==> config.mk <==
export PLATFORM = sky130hd
export DESIGN_NAME = lsu_queue_drain
export DESIGN_NICKNAME = d
export VERILOG_FILES = /design/src/rtl/lsu_pkg.sv /design/src/rtl/lsu_resp_tracker.sv /design/src/rtl/lsu_queue_drain.sv
export SDC_FILE = /design/constraint.sdc
export NUM_CORES = 1
export LEC_CHECK = 0
export ABC_AREA = 1
export CORE_ASPECT_RATIO = 1.25
export CORE_MARGIN = 3
export CORE_UTILIZATION = 35
export CTS_CLUSTER_DIAMETER = 50
export DETAILED_ROUTE_END_ITERATION = 10
export GPL_TIMING_DRIVEN = 0
export PLACE_DENSITY = 0.74
export SETUP_SLACK_MARGIN = 0.5
export SLEW_MARGIN = 40
export SYNTH_ARGS = -nofsm -noshare
export SYNTH_HDL_FRONTEND = slang
export SYNTH_SLANG_ARGS = --single-unit
==> constraint.sdc <==
create_clock -name clk_i -period 7.06 [get_ports clk_i]
set_clock_uncertainty 0.2 [all_clocks]
set_input_delay 1.765 -clock clk_i [delete_from_list [all_inputs] [get_ports clk_i]]
set_output_delay 1.765 -clock clk_i [all_outputs]
set_load 0.005 [all_outputs]
==> src/rtl/lsu_pkg.sv <==
// Shared definitions for the LSU queue drain: entry field geometry and the
// request FSM state encoding.
package lsu_pkg;

    // Queue entry layout, LSB first: addr, data, strb, we.
    localparam int ADDR_LSB = 0;

    function automatic int data_lsb(input int addr_w);
        return ADDR_LSB + addr_w;
    endfunction

    function automatic int strb_lsb(input int addr_w, input int data_w);
        return ADDR_LSB + addr_w + data_w;
    endfunction

    function automatic int we_bit(input int addr_w, input int data_w);
        return ADDR_LSB + addr_w + data_w + data_w / 8;
    endfunction

    // Field positions for the default 32-bit address / 32-bit data geometry.
    localparam int LSU_ADDR_W = 32;
    localparam int LSU_DATA_W = 32;
    localparam int DATA_LSB   = data_lsb(LSU_ADDR_W);
    localparam int STRB_LSB   = strb_lsb(LSU_ADDR_W, LSU_DATA_W);
    localparam int WE_BIT     = we_bit(LSU_ADDR_W, LSU_DATA_W);

    typedef enum logic [1:0] {
        IDLE  = 2'd0,
        REQ   = 2'd1,
        STALL = 2'd2
    } lsu_state_t;

endpackage

==> src/rtl/lsu_resp_tracker.sv <==
// Outstanding-transaction counter plus an in-order FIFO recording whether each
// accepted request was a load, so acks can be routed to the right response.
module lsu_resp_tracker #(
    parameter int MAX_OUTST = 2
) (
    input  logic                           clk_i,
    input  logic                           rst_i,
    input  logic                           accept_i,
    input  logic                           accept_is_load_i,
    input  logic                           ack_i,
    output logic [$clog2(MAX_OUTST+1)-1:0] count_o,
    output logic                           can_issue_o,
    output logic                           head_is_load_o,
    output logic                           ack_valid_o
);

    localparam int CNT_W = $clog2(MAX_OUTST + 1);
    localparam int PTR_W = (MAX_OUTST > 1) ? $clog2(MAX_OUTST) : 1;

    logic [CNT_W-1:0]     count_q;
    logic [CNT_W-1:0]     count_d;
    logic [PTR_W-1:0]     wr_ptr_q;
    logic [PTR_W-1:0]     rd_ptr_q;
    logic [MAX_OUTST-1:0] type_q;

    function automatic logic [PTR_W-1:0] ptr_inc(input logic [PTR_W-1:0] p);
        return (p == PTR_W'(MAX_OUTST - 1)) ? '0 : p + 1'b1;
    endfunction

    // An ack with nothing outstanding is spurious and must not disturb state.
    assign ack_valid_o    = ack_i && (count_q != '0);
    assign head_is_load_o = type_q[rd_ptr_q];
    assign count_o        = count_q;

    always_comb begin
        count_d = count_q;
        if (accept_i && !ack_valid_o) begin
            count_d = count_q + 1'b1;
        end else if (!accept_i && ack_valid_o) begin
            count_d = count_q - 1'b1;
        end
    end

    // Issue decisions look at the post-update count so a freed slot is reused at once.
    assign can_issue_o = (count_d < CNT_W'(MAX_OUTST));

    always_ff @(posedge clk_i or negedge rst_i) begin
        if (!rst_i) begin
            count_q  <= '0;
            wr_ptr_q <= '0;
            rd_ptr_q <= '0;
            type_q   <= '0;
        end else begin
            count_q <= count_d;
            if (accept_i) begin
                type_q[wr_ptr_q] <= accept_is_load_i;
                wr_ptr_q         <= ptr_inc(wr_ptr_q);
            end
            if (ack_valid_o) begin
                rd_ptr_q <= ptr_inc(rd_ptr_q);
            end
        end
    end

endmodule

==> src/rtl/lsu_queue_drain.sv <==
// Drains the LSU request queue onto the data-memory bus and returns in-order
// load data / errors to writeback.
module lsu_queue_drain
    import lsu_pkg::*;
#(
    parameter int ADDR_W    = 32,
    parameter int DATA_W    = 32,
    parameter int MAX_OUTST = 2,
    parameter int ENTRY_W   = ADDR_W + DATA_W + DATA_W / 8 + 1
) (
    input  logic                           clk_i,
    input  logic                           rst_i,
    input  logic [ENTRY_W-1:0]             q_data_i,
    input  logic                           q_valid_i,
    output logic                           q_pop_o,
    output logic [ADDR_W-1:0]              mem_addr_o,
    output logic [DATA_W-1:0]              mem_data_wr_o,
    output logic [DATA_W/8-1:0]            mem_wr_o,
    output logic                           mem_rd_o,
    input  logic                           mem_accept_i,
    input  logic                           mem_ack_i,
    input  logic [DATA_W-1:0]              mem_data_rd_i,
    input  logic                           mem_error_i,
    output logic                           resp_valid_o,
    output logic [DATA_W-1:0]              resp_data_o,
    output logic                           resp_error_o,
    output logic                           busy_o,
    output lsu_state_t                     dbg_state_o,
    output logic [$clog2(MAX_OUTST+1)-1:0] dbg_count_o
);

    // Handshakes: a request (mem_rd_o / nonzero mem_wr_o) is held with stable
    // addr/data until the cycle mem_accept_i is high; q_pop_o fires only while
    // q_valid_i is high; each accepted request gets exactly one in-order mem_ack_i.

    localparam int STRB_W = DATA_W / 8;
    localparam int D_LSB  = data_lsb(ADDR_W);
    localparam int S_LSB  = strb_lsb(ADDR_W, DATA_W);
    localparam int W_BIT  = we_bit(ADDR_W, DATA_W);

    lsu_state_t          state_q;
    lsu_state_t          state_d;
    logic                load_req;
    logic [ADDR_W-1:0]   addr_q;
    logic [DATA_W-1:0]   data_q;
    logic [STRB_W-1:0]   strb_q;
    logic                rd_q;
    logic                resp_valid_q;
    logic                resp_error_q;
    logic [DATA_W-1:0]   resp_data_q;
    logic                accept_fire;
    logic                can_issue;
    logic                head_is_load;
    logic                ack_valid;
    logic [$clog2(MAX_OUTST+1)-1:0] count;

    assign accept_fire = (state_q == REQ) && mem_accept_i;

    lsu_resp_tracker #(
        .MAX_OUTST (MAX_OUTST)
    ) u_tracker (
        .clk_i            (clk_i),
        .rst_i            (rst_i),
        .accept_i         (accept_fire),
        .accept_is_load_i (rd_q),
        .ack_i            (mem_ack_i),
        .count_o          (count),
        .can_issue_o      (can_issue),
        .head_is_load_o   (head_is_load),
        .ack_valid_o      (ack_valid)
    );

    always_ff @(posedge clk_i or negedge rst_i) begin
        if (!rst_i) begin
            state_q <= IDLE;
        end else begin
            state_q <= state_d;
        end
    end

    always_comb begin
        state_d  = state_q;
        load_req = 1'b0;
        unique case (state_q)
            IDLE: begin
                if (q_valid_i) begin
                    if (can_issue) begin
                        load_req = 1'b1;
                        state_d  = REQ;
                    end else begin
                        state_d = STALL;
                    end
                end
            end
            REQ: begin
                if (mem_accept_i) begin
                    if (q_valid_i && can_issue) begin
                        load_req = 1'b1;
                    end else if (q_valid_i) begin
                        state_d = STALL;
                    end else begin
                        state_d = IDLE;
                    end
                end
            end
            STALL: begin
                if (!q_valid_i) begin
                    state_d = IDLE;
                end else if (can_issue) begin
                    load_req = 1'b1;
                    state_d  = REQ;
                end
            end
            default: state_d = IDLE;
        endcase
    end

    always_ff @(posedge clk_i or negedge rst_i) begin
        if (!rst_i) begin
            addr_q <= '0;
            data_q <= '0;
            strb_q <= '0;
            rd_q   <= 1'b0;
        end else if (load_req) begin
            addr_q <= {q_data_i[ADDR_LSB+2 +: ADDR_W-2], 2'b00};
            data_q <= q_data_i[D_LSB +: DATA_W];
            strb_q <= q_data_i[S_LSB +: STRB_W];
            rd_q   <= ~q_data_i[W_BIT];
        end
    end

    // Store acks only surface an error pulse; load acks carry data to writeback.
    always_ff @(posedge clk_i or negedge rst_i) begin
        if (!rst_i) begin
            resp_valid_q <= 1'b0;
            resp_error_q <= 1'b0;
            resp_data_q  <= '0;
        end else begin
            resp_valid_q <= ack_valid && head_is_load;
            resp_error_q <= ack_valid && mem_error_i;
            if (ack_valid && head_is_load) begin
                resp_data_q <= mem_data_rd_i;
            end
        end
    end

    // Gated with reset so no pop can escape while the block is held in reset.
    assign q_pop_o       = load_req && rst_i;
    assign mem_addr_o    = addr_q;
    assign mem_data_wr_o = data_q;
    assign mem_rd_o      = (state_q == REQ) && rd_q;
    assign mem_wr_o      = ((state_q == REQ) && !rd_q) ? strb_q : '0;
    assign resp_valid_o  = resp_valid_q;
    assign resp_data_o   = resp_data_q;
    assign resp_error_o  = resp_error_q;
    assign busy_o        = (state_q != IDLE) || (count != '0);
    assign dbg_state_o   = state_q;
    assign dbg_count_o   = count;

endmodule
Word-level counts from Yosys, hierarchy flattened
Index checks and enable logic that the tools add are counted.
{"block": "totals", "ff_bits": 109, "in_bits": 107}
{"block": "op_classes", "n_addsub": 4, "order_cmp": 4, "n_eq_ne": 6, "mux": 23, "bitwise_logic": 1, "n_reduce_logical": 20}
{"operator": "$mux W2", "count": 9}
{"operator": "$logic_and A1 B1 Y1", "count": 11}
{"operator": "$mux W1", "count": 9}
{"operator": "$ne A2 B2 Y1 const B", "count": 3}
{"operator": "$pmux W2 S3", "count": 1}
{"operator": "$lt A1 B2 Y1 const B", "count": 2}
{"operator": "$mux W4", "count": 1}
{"operator": "$reduce_and A4 Y1", "count": 1}
{"operator": "$reduce_bool A2 Y1", "count": 2}
{"operator": "$logic_not A1 Y1", "count": 3}
{"operator": "$ne A3 B3 Y1 const B", "count": 1}
{"operator": "$add A1 B1 Y1 const B", "count": 2}
{"operator": "$add A2 B1 Y2 const B", "count": 1}
{"operator": "$bwmux W2", "count": 1}
{"operator": "$eq A2 B1 Y1 const B", "count": 1}
{"operator": "$eq A2 B2 Y1 const B", "count": 1}
{"operator": "$logic_not A2 Y1", "count": 1}
{"operator": "$lt A2 B2 Y1 const B", "count": 1}
{"operator": "$pmux W1 S2", "count": 1}
{"operator": "$reduce_or A2 Y1", "count": 1}
{"operator": "$sub A2 B1 Y2 const B", "count": 1}
{"operator": "$demux W1 S1", "count": 1}
{"operator": "$ge A1 B1 Y1 const B", "count": 1}
{"operator": "$logic_or A1 B1 Y1", "count": 1}
{"operator": "$not A1 Y1", "count": 1}

Longest topological paths before layout
Gate-level depths: netlist of the first run.
{"block": "depth", "ltp_word": 12, "ltp_mapped": 16}

Cells and area by module
Synthesis of the first run repeated with hierarchy kept, for this count alone.
{"block": "hier_totals", "cells_unflattened": 516, "area_unflattened_um2": 4468.0}
{"mod": "lsu_queue_drain", "instances": 1, "cells_each": 471, "area_each_um2": 4113.9, "seq_area_each_um2": 2577.5}
{"mod": "lsu_resp_tracker", "instances": 1, "cells_each": 45, "area_each_um2": 354.1, "seq_area_each_um2": 150.1}

Least setup slack after synthesis of the first run
OpenSTA, ideal clock, no wires.
{"block": "synth_timing", "kind": "input to output", "startpoint": "input mem_accept_i", "endpoint": "output q_pop_o", "arrival_time_ns": 2.949, "required_ns": 5.095, "setup_slack_ns": 2.146, "path_stages": 12, "n_path_buf": 1, "path_cell_list": "inv_1 -> nor2_4 -> inv_2 -> ha_1 -> inv_1 -> nand2_1 -> nand3_1 -> nand2_2 -> nor2_4 -> nand2_1 -> buf_2 -> nor2_1"}
{"block": "synth_via", "elab_chain_len": 11, "word_cells_on_any_way": 14, "cone_classes": "1 x order compare; 7 x mux; 6 x reduce/logical"}
{"item": "from (decl)", "line_no": "lsu_queue_drain.sv:20", "source": "input logic mem_accept_i,"}
{"item": "$logic_and A1 B1 Y1 *", "line_no": "lsu_queue_drain.sv:57", "source": "assign accept_fire = (state_q == REQ) && mem_accept_i;"}
{"item": "net accept_fire", "line_no": "lsu_queue_drain.sv:51", "source": "logic accept_fire;"}
{"item": "$logic_not A1 Y1", "line_no": "lsu_resp_tracker.sv:39", "source": "end else if (!accept_i && ack_valid_o) begin"}
{"item": "$logic_and A1 B1 Y1", "line_no": "lsu_resp_tracker.sv:39"}
{"item": "$mux W2", "line_no": "lsu_resp_tracker.sv:39"}
{"item": "$mux W2 *", "line_no": "lsu_resp_tracker.sv:37", "source": "if (accept_i && !ack_valid_o) begin"}
{"item": "net u_tracker.count_d[1]", "line_no": "lsu_resp_tracker.sv:21", "source": "logic [CNT_W-1:0] count_d;"}
{"item": "$lt A2 B2 Y1 *", "line_no": "lsu_resp_tracker.sv:45", "source": "assign can_issue_o = (count_d < CNT_W'(MAX_OUTST));"}
{"item": "$logic_and A1 B1 Y1", "line_no": "lsu_queue_drain.sv:97", "source": "if (q_valid_i && can_issue) begin"}
{"item": "$mux W1", "line_no": "lsu_queue_drain.sv:97"}
{"item": "$mux W1", "line_no": "lsu_queue_drain.sv:96", "source": "if (mem_accept_i) begin"}
{"item": "$pmux W1 S2 *", "line_no": "lsu_queue_drain.sv:84", "source": "unique case (state_q)"}
{"item": "$logic_and A1 B1 Y1 *", "line_no": "lsu_queue_drain.sv:148", "source": "assign q_pop_o = load_req && rst_i;"}
{"item": "to (decl)", "line_no": "lsu_queue_drain.sv:15", "source": "output logic q_pop_o,"}
The timed path passes the listed nets; every way through them passes the cells marked *.

Final worst setup path of the first run
Same ends and word-level chain as after synthesis.

==> results of run 1 <==
==> area by class of cell <==
class	count	area, µm²	area share, %
multi-input combinational	344	1449	20.50
sequential	109	2728	38.58
inverter	21	78.83	1.115
timing repair buffer	212	2145	30.34
tap	164	205.2	2.903
clock buffer	12	256.5	3.628
clock inverter	3	45.04	0.6372
buffer	29	162.7	2.301
==> worst max-delay path, stage by stage <==
cell and delay (ns):
clkdlybuf4s50_1 0.48, inv_1 0.08, nor2_4 0.14, inv_2 0.07, ha_1 0.22, inv_1 0.06
nand2_1 0.04, nand3_1 0.07, nand2_2 0.10, nor2_4 0.21, nand2_1 0.17, buf_2 0.23
nor2_1 0.10, clkdlybuf4s50_1 0.52
==> synthesized netlist by cell type <==
library cell,n,share of area (%)
buf_1,3,0.26
buf_2,13,1.5
buf_4,6,1.0
buf_6,2,0.51
clkbuf_1,5,0.43
conb_1,1,0.085
dfrtp_1,109,62
ha_1,3,0.85
inv_1,18,1.5
inv_2,3,0.26
nand2_1,249,21
nand2_2,2,0.28
nand3_1,69,7.8
nand3b_1,1,0.17
nand4_1,1,0.14
nor2_1,7,0.60
nor2_4,2,0.51
o2111ai_1,1,0.20
o21ai_0,5,0.57
or2_2,1,0.14
xnor2_1,1,0.20
==> sequential cells by signal (all words and copies together) (netlist names) <==
register            flops
dbg_state_o             2
resp_error_o            1
u_tracker.wr_ptr_q      1
u_tracker.type_q        2
mem_addr_o             30
mem_data_wr_o          32
resp_data_o            32
rd_q                    1
strb_q                  4
u_tracker.count_o       2
u_tracker.rd_ptr_q      1
resp_valid_o            1
==> worst min-delay path by stage <==
| stage | to | slack (ns) | cells past startpoint |
|---|---|---|---|
| after floorplan | rd_q | 0.24 | 2 |
| after global placement | mem_addr_o[13] | 0.25 | 2 |
| after detailed placement | strb_q[3] | 0.26 | 2 |
| after CTS | mem_data_wr_o[18] | 0.28 | 2 |
| after global routing | resp_data_o[7] | 0.29 | 2 |
| final | mem_data_wr_o[10] | 0.27 | 2 |
==> layer usage <==
layer | part of all wire [%] | global-route usage (%)
met2 | 51 | 32.98
met3 | 7.3 | 4.865
met1 | 40 | 21.50
met5 | 0 | 0
met4 | 1.9 | 6.965
==> cells by family (layout without fill, tap and decap cells) <==
group / count (synthesis) / count (layout)
flip-flops: 109 / 109
XOR/XNOR: 1 / 1
adder cells (fa/ha/maj): 3 / 3
AO/OA/AOI/OAI: 6 / 6
buffers and inverters: 50 / 277
other: 1 / 2
AND/OR/NAND/NOR: 332 / 332
==> report_power, final <==
group / switching (mW) / total [mW] / leakage (nW) / internal [mW]
logic: 0.627 / 1.35 / 1.96 / 0.728
clock network: 0.212 / 0.505 / 0.141 / 0.293
registers: 0.160 / 1.08 / 1.36 / 0.916
==> results.cfg, run 1 <==
[sta]
layout_setup_ws_ns = 0.8423
setup_tns_ns = 0
tightest_slew_ns = 0.5026
fmax_ghz = 0.1608
setup_viol = 0
slew_headroom_pct = 66.49
maxSlewViolCount = 0
holdWs_ns = 0.2745
hold_viol_final = 0
period_needed_ns = 6.218
rsz0062_at_grt = no
period_share_pct = 88.07

[pwr]
p_per_area_nw_per_um2 = 415.3
power_mw = 2.936
peakVddDrop_mv = 0.1793
p_leak_nw = 3.464

[setup_path]
ff2ff_setup_slack_ns = 4.47
rr_endpoint = mem_data_wr_o[19]
cp_max_fo = 10
critical_path_class = input pin to output port
start_kind = input pin
worst_setup_path_end_kind = output port
critPathCapture = q_pop_o
arrival_ns = 4.25
r2r_cells = 15
r2r_start = u_tracker.count_o[0]
critical_path.startpoint = mem_accept_i
cp.required_ns = 5.10

[final_layout]
mostFrequentLayoutCell = nand2_1
area_delta_synth_final_pct = 60.15
post-route-util_pct = 57.86
layout-drive-gt1-share_pct = 6.164
fin_area_um2 = 7069
final_cells = 894
antenna_cells = 0
final_net_count = 836
most-common-layout-cells = nand2_1 (249), clkdlybuf4s50_1 (210), dfrtp_1 (109)
n_fill_cell = 1074

[yosys]
ys_seq_elements = 109
synthesis.instances = 502
synth_xor_area_share_pct = 0.1984
synth_top_family_by_area = simple AND/OR/NAND/NOR gates
avgSynthCellArea_um2 = 8.793
syn_area_um2 = 4414
synth_mux_area_share_pct = 0
yosysWarnings = 0
synth_compound_area_share_pct = 0.7653
synthAdderAreaFrac_pct = 0.8503
ys_seq_area_share_pct = 61.79
synth.distinct_cells = 21
synth-simple-area-share_pct = 30.84

[floorplan]
core_area_um2 = 12220
start_util_pct = 36.13
io_pins = 216
fp.dieH_um = 131.6
dieWidth_um = 106.4
fp-row-count = 45
die-area_um2 = 14000

[routing]
avgViaCountPerCell = 4.589
wirelength_mm = 13.02
drc = 0
vias = 4103
ant_nets = 0
drt_iter0_markers = 205
drt_pass1_iterations = 4
drt-wirelength-per-cell_um = 14.56

[clock_network]
numCtsBuffers = 9
h-tree-depth = 3
clockBufferDepth = 2
cts-root-buf = clkbuf_16
cts_setup_buffers = 0
cts_hold_buf = 0
cts.sinks = 109
ctsResizeCount = 0
cts_tree = done
path_clk_slew_ns = 0.07
clk_latency_ns = 0.33

[placed_design]
place_inst = 879
dp_hpwl_mm = 10.06
gp_congestion = 0.7719
placed_area_um2 = 6768
dp_slack_ns = 0.8123
portBuffers = 211

[global_route]
grt.overflow.total = 0
grt_max_degree = 57
track_usage_pct = 18.66
grt_pass1_vias = 4154
antenna_found_initial = 0
grt_pass1_wl_mm = 21.13

[min_path]
hold_start = mem_data_wr_o[10]
hold_path_class = flop to flop

[job]
drv_cap = 0

[outcome]
outcome = finished clean
Power figures use the tool's default switching activity.
==> run 2, diff against run 1 <==
==> constraint.sdc (replaced) <==
create_clock -name clk_i -period 7.06 [get_ports clk_i]
set_clock_uncertainty 0.2 [all_clocks]
set_input_delay 0.706 -clock clk_i [delete_from_list [all_inputs] [get_ports clk_i]]
set_output_delay 0.706 -clock clk_i [all_outputs]
set_load 0.005 [all_outputs]
==> results of run 2 <==
The final DEF is identical to that of run 1. Status: finished clean.
Main changes from that run: setup slack after placement 0.8123 ns -> 2.930 ns; setup slack after layout 0.8423 ns -> 2.960 ns; hold slack 0.2745 ns -> 0.08915 ns
==> run 3, diff against run 2 <==
PLACE_DENSITY = 0.77   (was 0.74)
clock period = 3.4 ns   (was 7.06 ns; I/O delays follow)
==> run 3 against run 2 <==
Clock-buffer cell count is 2 lower. Register-to-register slack worse by 3.7 ns. Combinational power is 120% higher. Critical endpoint unchanged. Highest routed layer unchanged. Worst hold slack better by 0.18 ns. Worst setup slack worse by 2.3 ns. Core utilization is 1.1 points higher.
==> results.cfg, run 3 (synthesized netlist as in run 1, its figures left out) <==
[min_path]
hold_start = mem_addr_o[5]
hold_path_class = flop to flop
worstHoldEndpoint = mem_addr_o[5]
hold_depth = 2

[global_route]
grt_pass1_wl_mm = 21.31
antenna_found_initial = 0
grt_max_degree = 57
grt.overflow.total = 0
track_usage_pct = 18.69
grt_pass1_vias = 4283

[setup_path]
ff2ff_setup_slack_ns = 0.81
arrival_ns = 2.20
cp_max_fo = 10
r2r_cells = 17
r2r_start = u_tracker.count_o[0]
start_kind = flop
worst_setup_path_end_kind = output port
critical_path_class = flop to output port
rr_endpoint = mem_data_wr_o[19]
critical_path.startpoint = u_tracker.count_o[0]
cp.required_ns = 2.86

[routing]
drt_iter0_markers = 187
vias = 4167
drt-wirelength-per-cell_um = 14.33
drc = 0
wirelength_mm = 12.97
ant_nets = 0
drt_pass1_iterations = 5
avgViaCountPerCell = 4.604

[floorplan]
fp-row-count = 45
die-area_um2 = 14000
core_area_um2 = 12220
fp.dieH_um = 131.6
dieWidth_um = 106.4
io_pins = 216
start_util_pct = 36.13

[clock_network]
h-tree-depth = 3
cts.sinks = 109
clockBufferDepth = 2
path_clk_slew_ns = 0.06
cts_tree = done
numCtsBuffers = 9
clk_latency_ns = 0.33
cts-root-buf = clkbuf_16

[placed_design]
placed_area_um2 = 6768
dp_hpwl_mm = 10.05
portBuffers = 211
gp_congestion = 0.7974

[final_layout]
fin_area_um2 = 7206
final_net_count = 847
antenna_cells = 0
layout-drive-gt1-share_pct = 8.502
n_fill_cell = 1062
mostFrequentLayoutCell = nand2_1
most-common-layout-cells = nand2_1 (246), clkdlybuf4s50_1 (209), dfrtp_1 (109)
area_delta_synth_final_pct = 63.24

[sta]
period_share_pct = 80.46
setup_viol = 0
maxSlewViolCount = 0
fmax_ghz = 0.3656
setup_tns_ns = 0
rsz0062_at_grt = no
hold_viol_final = 0
period_needed_ns = 2.736

[job]
drv_cap = 0

[pwr]
peakVddDrop_mv = 0.3905
p_leak_nw = 3.543
p_per_area_nw_per_um2 = 869.6

[outcome]
outcome = finished clean
-- run 3: changes by cell type in the layout (fill, tap and decap cells not counted), moves of 2 or more --
cell | before | now
clkinvlp_4 | 2 | 0
clkinv_2 | 0 | 3
nand2_1 | 249 | 246
ha_1 | 3 | 1
buf_4 | 6 | 16
nand2_2 | 2 | 4
-- run 3: layer usage --
metal	part of all wire, %	global-route usage, %	wire (µm)	vias up
met5	0	0	0	-
met2	51	33.02	6625	156
li1	-	-	-	2024
met4	2.2	6.752	287	0
met1	39	21.11	5032	1963
met3	7.9	5.700	1024	24
-- run 3: final cells by class --
cell class,instances,area (µm²),share of cell area [%]
flip-flops and latches,109,2728,37.85
repair buffers,223,2231,30.96
multi-input cells,344,1476,20.49
clock buffers,10,239.0,3.317
well taps,164,205.2,2.848
plain buffers,29,172.7,2.396
inverters,21,78.83,1.094
clock inverters,5,75.07,1.042
-- run 3: critical path, stage by stage (launching register included) --
cell	delay, ns
dfrtp_1	0.40
inv_2	0.09
ha_4	0.14
inv_1	0.04
nand2_2	0.08
inv_1	0.07
ha_2	0.18
inv_1	0.05
nand2_1	0.04
nand3_1	0.08
nand2_2	0.08
nor2_4	0.13
nand2_4	0.07
buf_8	0.14
nor2_1	0.08
clkdlybuf4s15_2	0.21
-- run 3: how the worst max path moves through the flow --
stage	to	depth (start not counted)	slack, ns
2_1_floorplan	q_pop_o	14	1.11
3_3_place_gp	q_pop_o	4	-2.29
3_5_place_dp	q_pop_o	14	-0.05
4_1_cts	q_pop_o	15	0.53
5_1_grt	q_pop_o	15	0.52
6_report	q_pop_o	15	0.66
-- run 3: power by group --
group / total [mW] / switching [mW] / internal, mW
registers: 2.23 / 0.329 / 1.90
clock network: 1.10 / 0.439 / 0.658
logic: 2.94 / 1.34 / 1.60
total: 6.27 / 2.11 / 4.16
-- run 3: through the flow --
stage	setup slack [ns]	instances	power [mW]	utilization (%)	hold WS, ns
after global routing	0.5213	905	6.742	58.98	0.2949
after global placement	-2.285	878	4.989	55.13	0.2536
after CTS	0.5332	900	6.305	58.54	0.2736
after floorplan	1.108	503	3.403	-	-0.1556
after detailed placement	-0.04505	879	5.110	55.39	0.08024
final	0.6644	905	6.266	58.98	0.2731
-- run 3: what timing repair did --
item | CTS | global route
endpoints found under the hold margin | 54 | 0
setup endpoints to repair | 1 | 1
hold buffers | 1 | 0
setup buffers | 5 | 5
pin swaps | 2 | 2
resized for setup | 10 | 4
